--- config.mk ---
export PLATFORM = sky130hd
export DESIGN_NAME = uart_rx_cmd_ctrl
export DESIGN_NICKNAME = d
export VERILOG_FILES = /design/src/rtl/uart_rx_cmd_ctrl_pkg.sv /design/src/rtl/uart_rx_cmd_ctrl.sv
export SDC_FILE = /design/constraint.sdc
export NUM_CORES = 1
export LEC_CHECK = 0
export BUFFER_PORTS_ARGS = -buffer_cell sky130_fd_sc_hd__buf_2
export CAP_MARGIN = 20
export CORE_MARGIN = 2
export CORE_UTILIZATION = 30
export DETAILED_ROUTE_END_ITERATION = 8
export GPL_TIMING_DRIVEN = 0
export PLACE_DENSITY = 0.49
export SLEW_MARGIN = 20
export SYNTH_ARGS = -nofsm -noshare
export SYNTH_HDL_FRONTEND = slang
export SYNTH_SLANG_ARGS = --single-unit
--- constraint.sdc ---
create_clock -name CLK -period 5.5 [get_ports CLK]
set_input_delay 0.275 -clock CLK [delete_from_list [all_inputs] [get_ports CLK]]
set_output_delay 0.275 -clock CLK [all_outputs]
set_load 0.02 [all_outputs]
--- src/rtl/uart_rx_cmd_ctrl_pkg.sv ---
// ============================================================================
//  Module : uart_rx_cmd_ctrl_pkg
//  Brief  : State encoding, default opcodes and config reset values.
//  Rev    : 1.0  initial release
// ============================================================================
`default_nettype none

package uart_rx_cmd_ctrl_pkg;

    localparam logic [2:0] ST_IDLE     = 3'd0;
    localparam logic [2:0] ST_WR_ADDR  = 3'd1;
    localparam logic [2:0] ST_WR_DATA  = 3'd2;
    localparam logic [2:0] ST_RD_ADDR  = 3'd3;
    localparam logic [2:0] ST_RD_WAIT  = 3'd4;
    localparam logic [2:0] ST_TX_WAIT  = 3'd5;
    localparam logic [2:0] ST_CFG_DATA = 3'd6;

    localparam logic [7:0] CMD_WR_DEF  = 8'hAA;
    localparam logic [7:0] CMD_RD_DEF  = 8'hBB;
    localparam logic [7:0] CMD_CFG_DEF = 8'hCC;

    localparam logic       PARITY_EN_RST   = 1'b1;
    localparam logic       PARITY_TYPE_RST = 1'b0;
    localparam logic [4:0] PRESCALE_RST    = 5'd8;

    // Only x8 and x16 oversampling are supported by the receiver.
    function automatic logic cfg_byte_ok(input logic [7:0] b);
        return !b[7] && ((b[6:2] == 5'd8) || (b[6:2] == 5'd16));
    endfunction

endpackage

`default_nettype wire

--- src/rtl/uart_rx_cmd_ctrl.sv ---
// ============================================================================
//  Module : uart_rx_cmd_ctrl
//  Brief  : UART byte-stream command decoder driving a register file,
//           the transmitter return path and the receiver configuration.
//  Rev    : 1.0  initial release
// ============================================================================
`default_nettype none

module uart_rx_cmd_ctrl
    import uart_rx_cmd_ctrl_pkg::*;
#(
    parameter int         ADDR_W  = 4,
    parameter logic [7:0] CMD_WR  = CMD_WR_DEF,
    parameter logic [7:0] CMD_RD  = CMD_RD_DEF,
    parameter logic [7:0] CMD_CFG = CMD_CFG_DEF
) (
    input  logic              CLK,
    input  logic              Reset,
    input  logic [7:0]        P_Data,
    input  logic              Data_valid,
    input  logic              Parity_error,
    input  logic              stop_error,
    output logic              Parity_EN,
    output logic              Parity_type,
    output logic [4:0]        Prescale,
    output logic              WrEn,
    output logic              RdEn,
    output logic [ADDR_W-1:0] Address,
    output logic [7:0]        WrData,
    input  logic [7:0]        RdData,
    input  logic              RdData_valid,
    input  logic              Tx_busy,
    output logic [7:0]        Tx_P_Data,
    output logic              Tx_Data_valid,
    output logic [7:0]        Err_cnt
);

    logic [2:0] r_state;
    logic       w_rx_ok;
    logic       w_rx_bad;
    logic       w_addr_ok;
    logic       w_is_cmd;
    logic       w_err_inc;

    always_comb begin
        w_rx_ok   = Data_valid && !Parity_error && !stop_error;
        w_rx_bad  = Data_valid && (Parity_error || stop_error);
        w_addr_ok = ((P_Data >> ADDR_W) == 8'd0);
        w_is_cmd  = (P_Data == CMD_WR) || (P_Data == CMD_RD) || (P_Data == CMD_CFG);
        w_err_inc = 1'b0;
        case (r_state)
            ST_IDLE:     w_err_inc = w_rx_bad || (w_rx_ok && !w_is_cmd);
            ST_WR_ADDR,
            ST_RD_ADDR:  w_err_inc = w_rx_bad || (w_rx_ok && !w_addr_ok);
            ST_WR_DATA:  w_err_inc = w_rx_bad;
            ST_CFG_DATA: w_err_inc = w_rx_bad || (w_rx_ok && !cfg_byte_ok(P_Data));
            // Any byte arriving while a read is in flight is an overrun.
            ST_RD_WAIT,
            ST_TX_WAIT:  w_err_inc = Data_valid;
            default:     w_err_inc = 1'b0;
        endcase
    end

    always_ff @(posedge CLK) begin
        if (Reset) begin
            r_state       <= ST_IDLE;
            WrEn          <= 1'b0;
            RdEn          <= 1'b0;
            Tx_Data_valid <= 1'b0;
            Address       <= '0;
            WrData        <= 8'd0;
            Tx_P_Data     <= 8'd0;
            Err_cnt       <= 8'd0;
            Parity_EN     <= PARITY_EN_RST;
            Parity_type   <= PARITY_TYPE_RST;
            Prescale      <= PRESCALE_RST;
        end else begin
            WrEn          <= 1'b0;
            RdEn          <= 1'b0;
            Tx_Data_valid <= 1'b0;

            if (w_err_inc && (Err_cnt != 8'hFF))
                Err_cnt <= Err_cnt + 8'd1;

            case (r_state)
                ST_IDLE: begin
                    if (w_rx_ok) begin
                        if (P_Data == CMD_WR)
                            r_state <= ST_WR_ADDR;
                        else if (P_Data == CMD_RD)
                            r_state <= ST_RD_ADDR;
                        else if (P_Data == CMD_CFG)
                            r_state <= ST_CFG_DATA;
                    end
                end
                ST_WR_ADDR: begin
                    if (w_rx_ok && w_addr_ok) begin
                        Address <= P_Data[ADDR_W-1:0];
                        r_state <= ST_WR_DATA;
                    end else if (Data_valid) begin
                        r_state <= ST_IDLE;
                    end
                end
                ST_WR_DATA: begin
                    if (w_rx_ok) begin
                        WrData <= P_Data;
                        WrEn   <= 1'b1;
                    end
                    if (Data_valid)
                        r_state <= ST_IDLE;
                end
                ST_RD_ADDR: begin
                    if (w_rx_ok && w_addr_ok) begin
                        Address <= P_Data[ADDR_W-1:0];
                        RdEn    <= 1'b1;
                        r_state <= ST_RD_WAIT;
                    end else if (Data_valid) begin
                        r_state <= ST_IDLE;
                    end
                end
                ST_RD_WAIT: begin
                    if (RdData_valid) begin
                        Tx_P_Data <= RdData;
                        r_state   <= ST_TX_WAIT;
                    end
                end
                ST_TX_WAIT: begin
                    if (!Tx_busy) begin
                        Tx_Data_valid <= 1'b1;
                        r_state       <= ST_IDLE;
                    end
                end
                ST_CFG_DATA: begin
                    if (w_rx_ok && cfg_byte_ok(P_Data)) begin
                        Parity_EN   <= P_Data[0];
                        Parity_type <= P_Data[1];
                        Prescale    <= P_Data[6:2];
                    end
                    if (Data_valid)
                        r_state <= ST_IDLE;
                end
                default: r_state <= ST_IDLE;
            endcase
        end
    end

endmodule

`default_nettype wire

## Yosys cells after proc, flatten, opt, wreduce, memory -nomap -nowiden

Cells that the tools add are included.
W data, S select, Z words.

| storage, ports and cells | value |
|---|---|
| flip-flop bits (word level) | 41 |
| latch bits | 0 |
| RAM bits | 0 |
| memory bits (read-only) | 0 |
| input bits | 23 |
| output and inout port bits | 38 |
| word-level logic and storage cells | 81 |
| memories kept | 0 |

| operators by class | value |
|---|---|
| add/sub/neg operators | 1 |
| multipliers | 0 |
| divide/modulo/power cells | 0 |
| magnitude comparators | 0 |
| equality and inequality tests | 16 |
| shift operators | 0 |
| multiplexer cells | 14 |
| bitwise operators | 3 |
| reduce and logical (&&, ||, !) cells | 36 |

Operators by type and width:

| kind | count |
|---|---|
| $mux W3 | 9 |
| $eq A8 B8 Y1 const B | 3 |
| $pmux W3 S6 | 1 |
| $reduce_or A2 Y1 | 6 |
| $logic_and A1 B1 Y1 | 10 |
| $eq A3 B3 Y1 const B | 3 |
| $add A8 B1 Y8 const B | 1 |
| $logic_not A8 Y1 | 1 |
| $ne A8 B8 Y1 const B | 1 |
| $reduce_and A2 Y1 | 4 |
| $logic_or A1 B1 Y1 | 7 |
| $eq A3 B2 Y1 const B | 2 |
| $logic_not A1 Y1 | 6 |
| $ne A2 B2 Y1 const B | 3 |
| $eq A5 B4 Y1 const B | 1 |
| $eq A5 B5 Y1 const B | 1 |
| $pmux W1 S5 | 1 |
| $ne A4 B4 Y1 const B | 1 |
| $reduce_and A4 Y1 | 1 |
| $eq A3 B1 Y1 const B | 1 |
| $logic_not A3 Y1 | 1 |
| $mux W1 | 3 |
| $not A1 Y1 | 3 |

## Longest topological paths before layout

| logic depth | value |
|---|---|
| depth after elaboration | 8 |
| depth in mapped cells | 8 |
| mapped depth without buffers | 7 |

## Worst setup path before layout

Ideal clock, no wire load.

| timing | value |
|---|---|
| kind | register -> register |
| start | register Err_cnt[0] |
| end | register Err_cnt[4] |
| library setup time | 0.068 ns |
| arrival | 1.849 ns |
| data required time | 5.432 ns |
| path slack | 3.584 ns |
| stages on the path, launching flop included | 9 |
| buffers on the path | 1 |
| clock period less this slack | 1.916 ns |
| cell sequence | dfxtp_1 ha_1 nand3_1 o32ai_4 a211o_2 o31ai_4 buf_6 a41o_1 a21oi_2 |

| on the way | value |
|---|---|
| longest elaborated chain between the ends | 2 |
| elaborated cells on any way between the ends | 3 |
| classes of those cells | add/sub: 1; eq/ne: 1; reduce/logical: 1 |

Ends and longest elaborated chain:

| item | RTL line | RTL |
|---|---|---|
| start, declared | uart_rx_cmd_ctrl.sv:35 | `output logic [7:0] Err_cnt` |
| start signal, assigned | uart_rx_cmd_ctrl.sv:83 | `Err_cnt <= Err_cnt + 8'd1;` |
| branches (longest 2 deep; another with $add A8 B1 Y8) | n/a |  |

Several ways; the timed one is not identified.
A chain may end at the register's enable or synchronous reset.

## Worst setup path in the final report

| timing | value |
|---|---|
| start | register r_state[0] |
| end | register r_state[1] |

| on the way | value |
|---|---|
| longest elaborated chain between the ends | 3 |
| elaborated cells on any way between the ends | 14 |
| classes of those cells | eq/ne: 10; mux: 1; reduce/logical: 3 |

Ends and longest elaborated chain:

| item | RTL line | RTL |
|---|---|---|
| start, declared | uart_rx_cmd_ctrl.sv:38 | `logic [2:0] r_state;` |
| start signal, assigned | uart_rx_cmd_ctrl.sv:66 | `r_state <= ST_IDLE;` |
| start signal, assigned | uart_rx_cmd_ctrl.sv:89 | `r_state <= ST_WR_ADDR;` |
| start signal, assigned | uart_rx_cmd_ctrl.sv:91 | `r_state <= ST_RD_ADDR;` |
| $eq A3 B3 Y1, or another cell as far along | uart_rx_cmd_ctrl.sv:85 | `case (r_state)` |
| $reduce_or A2 Y1 (no line), or another cell as far along | n/a |  |
| $pmux W3 S6 / $reduce_and A4 Y1 (equally long branches) | n/a |  |

Parallel ways exist; a longest one is shown, timed or not.

==> flow_summary.yaml <==
synthesis:
  synth_top_area_share_pct: 44.12
  yosysWarnings: 0
  synth.area.top_cells: "dfxtp_1 44%, mux2i_1 12%, nor2_1 6.9%"
  netlist_area_mm2: 0.001861
  synth.avg_cell_area_um2: 9.493
  synthArstFlopShare_pct: 0
  ys_seq_area_share_pct: 44.12
  synth_edf_count: 0
  yosysTopAreaCell: "dfxtp_1"
  syn_inst: 196
  synthFlopType: "dfxtp_1"
  synth_seq_cells: 41
  synth_fp_nets: 220
  synth_cell_types: 44
grt:
  use_met3_pct: 5.652
  busiest_layer: "met2"
  grt_use_met1_pct: 20.47
  grt.overflow.total: 0
  met2_usage_pct: 21.85
  antenna_found_initial: 0
  grt_pass1_vias: 1563
  grt_usage_pct: 14.83
  grt_max_degree: 14
  grt_pass1_wl_mm: 7.741
critical_path:
  path_class: "reg -> reg"
  path_max_fanout: 10
  r2r_cells: 5
  crit_arrival_ps: 2200
  end_kind: "flop"
  ff2ff_setup_slack_ps: 3490
  worst-path-buf-inv: 1
  crit_path_start_kind: "flop"
  slowest_delay_ps: 510
  cp_slowest_cell: "nand4_1"
  critPathTopFamily: "compound AO/OA/AOI/OAI gates"
  crit_required_ps: 5700
  path_common_cell: "a21oi_1"
  regToRegStartpoint: "r_state[0]"
  worstPathCellList: "clkbuf_1 > nand4_1 > a21oi_1 > a21oi_1 > a2111oi_2"
  r2r_end: "r_state[1]"
run:
  drv_cap: 0
routing:
  drc: 0
  vias: 1615
  drt-initial-drc-count: 77
  first_pass_iters: 4
  antenna_left: 0
  wl_per_cell_um: 13.97
  via_per_inst: 4.764
  totalWireLength_mm: 4.736
floorplan:
  ioPinCount: 61
  initial_core_util_pct: 31.24
  dieHeight_um: 82.75
  die-area_mm2: 0.006848
  rows: 28
  core_area_mm2: 0.005956
  die_w_um: 82.75
placed_design:
  place_area_mm2: 0.002255
  numPortBuffers: 60
  dp_hpwl_mm: 3.442
  finalWeightedCongestion: 0.8314
sta:
  fin_setup_tns_ps: 0
  max_freq_mhz: 498.5
  slew-limit-headroom_pct: 61.13
  fin_skew_ps: 2.966
  setup_viol: 0
  finalMaxSlewViolations: 0
  fin_crit_sh_pct: 36.47
  hold_viol_final: 0
  grt_setup_unrepaired: "false"
  worst_pin_slew_ps: 583.1
  layout_min_cycle_time_ps: 2006
power_and_ir_drop:
  p_leak_uw: 0.001042
  p_per_area_mw_per_mm2: 249.1
  ir_worst_vdd_v: 0.0001207
outcome:
  run_status: "completed"
cts:
  ctsRootBufferMaster: "clkbuf_8"
  cts_hold_buf: 0
  cts_htree_levels: 2
  worstSkewPairLatency_ps: 290
  cts_resized: 0
  cts_buffer_depth: 2
  clock-sinks: 41
  clk_pin_slew_worst_paths_ps: 80
  cts_buffers: 5
  post_cts_buffers: 0
  cts_tree: "done"
hold_path:
  hold_depth: 2
  min_from: "Tx_busy"
  holdPathEnd: "Tx_Data_valid"
  hold_path_class: "in -> reg"
finish:
  syn_to_final_growth_pct: 27.17
  drive_gt1_share_pct: 32.58
  antenna_cells: 0
  final_design_area_no_fill_mm2: 0.002366
  final_nets: 287
  layout_common_cells: "62 x buf_2, 41 x dfxtp_1, 34 x nor2_1"
  final_common_cell: "buf_2"
  fillCellCount: 651
==> cell usage after synthesis, types with 2 or more instances <==
| library cell | instances |
|---|---|
| clkbuf_1 | 5 |
| and3_1 | 2 |
| o21ai_0 | 4 |
| mux2i_1 | 22 |
| xnor2_1 | 2 |
| nand3_1 | 2 |
| and4bb_2 | 2 |
| nor4_1 | 2 |
| a31o_2 | 3 |
| nand2_1 | 11 |
| inv_1 | 5 |
| dfxtp_1 | 41 |
| buf_2 | 2 |
| nor2_1 | 34 |
| a211o_2 | 2 |
| nand4_1 | 4 |
| nor2b_1 | 4 |
| nor3_1 | 5 |
| nand3b_1 | 2 |
| mux2_1 | 2 |
| a21oi_1 | 12 |
| nand2b_1 | 4 |
| and2_1 | 3 |
==> per-stage QoR <==
stage | total power (µW) | utilization (%) | setup WS (ps) | hold slack [ps] | std cells
6_report | 589.3 | 39.73 | 3494 | 165.6 | 339
5_1_grt | 617.7 | 39.73 | 3348 | 156.6 | 339
4_1_cts | 599.3 | 39.73 | 3466 | 161.4 | 339
3_5_place_dp | 350.6 | 37.86 | 3498 | 441.4 | 331
3_3_place_gp | 350.4 | 37.86 | 3490 | 445.5 | 331
2_1_floorplan | 330.3 | - | 3584 | 351.7 | 196
==> power by group <==
part / switching (µW) / internal [µW] / total [µW]
clock: 110 / 136 / 246
combinational: 24.9 / 17.2 / 42.1
sequential: 2.26 / 299 / 301
total: 137 / 452 / 589
==> per-layer routing <==
layer  wire, µm  share of wire, %
met3        353               7.5
met4         15              0.32
met5          0                 0
met2       2060                43
met1       2306                49
==> flip-flops by register name (all words and copies together) (netlist names) <==
| signal | count |
|---|---|
| WrData | 8 |
| WrEn | 1 |
| r_state | 3 |
| Parity_EN | 1 |
| Err_cnt | 8 |
| RdEn | 1 |
| Address | 4 |
| Tx_P_Data | 8 |
| Prescale | 5 |
| Tx_Data_valid | 1 |
| Parity_type | 1 |
==> area by class of cell <==
class,instances,area [µm²],share of cell area (%)
clock inverters,2,38.79,1.639
plain buffers,8,40.04,1.692
repair buffers,60,300.3,12.69
inverters,5,18.77,0.7932
multi-input cells,142,980.9,41.46
flip-flops and latches,41,820.8,34.69
clock buffers,6,72.57,3.067
well taps,75,93.84,3.966
==> kinds of logic (layout without fill, tap and decap cells) <==
family | Yosys count | in the layout | synth area share (%)
fa+ha+maj | 1 | 1 | 0.6724
compound gates | 31 | 31 | 13.72
xor+xnor | 3 | 3 | 1.412
simple gates | 83 | 83 | 23.87
flops | 41 | 41 | 44.12
mux | 24 | 24 | 13.05
buf+inv | 13 | 81 | 3.161
==> worst max-delay path by stage <==
| stage | from | end | slack [ps] | cells past startpoint |
|---|---|---|---|---|
| final | r_state[0] | r_state[1] | 3490 | 5 |
| after global routing | r_state[0] | r_state[1] | 3350 | 5 |
| after global placement | r_state[0] | r_state[1] | 3490 | 5 |
| after detailed placement | r_state[0] | r_state[1] | 3500 | 5 |
| after floorplan | Err_cnt[0] | Err_cnt[4] | 3580 | 8 |
| after CTS | r_state[0] | r_state[1] | 3470 | 5 |
(Power assumes the default switching activity.)
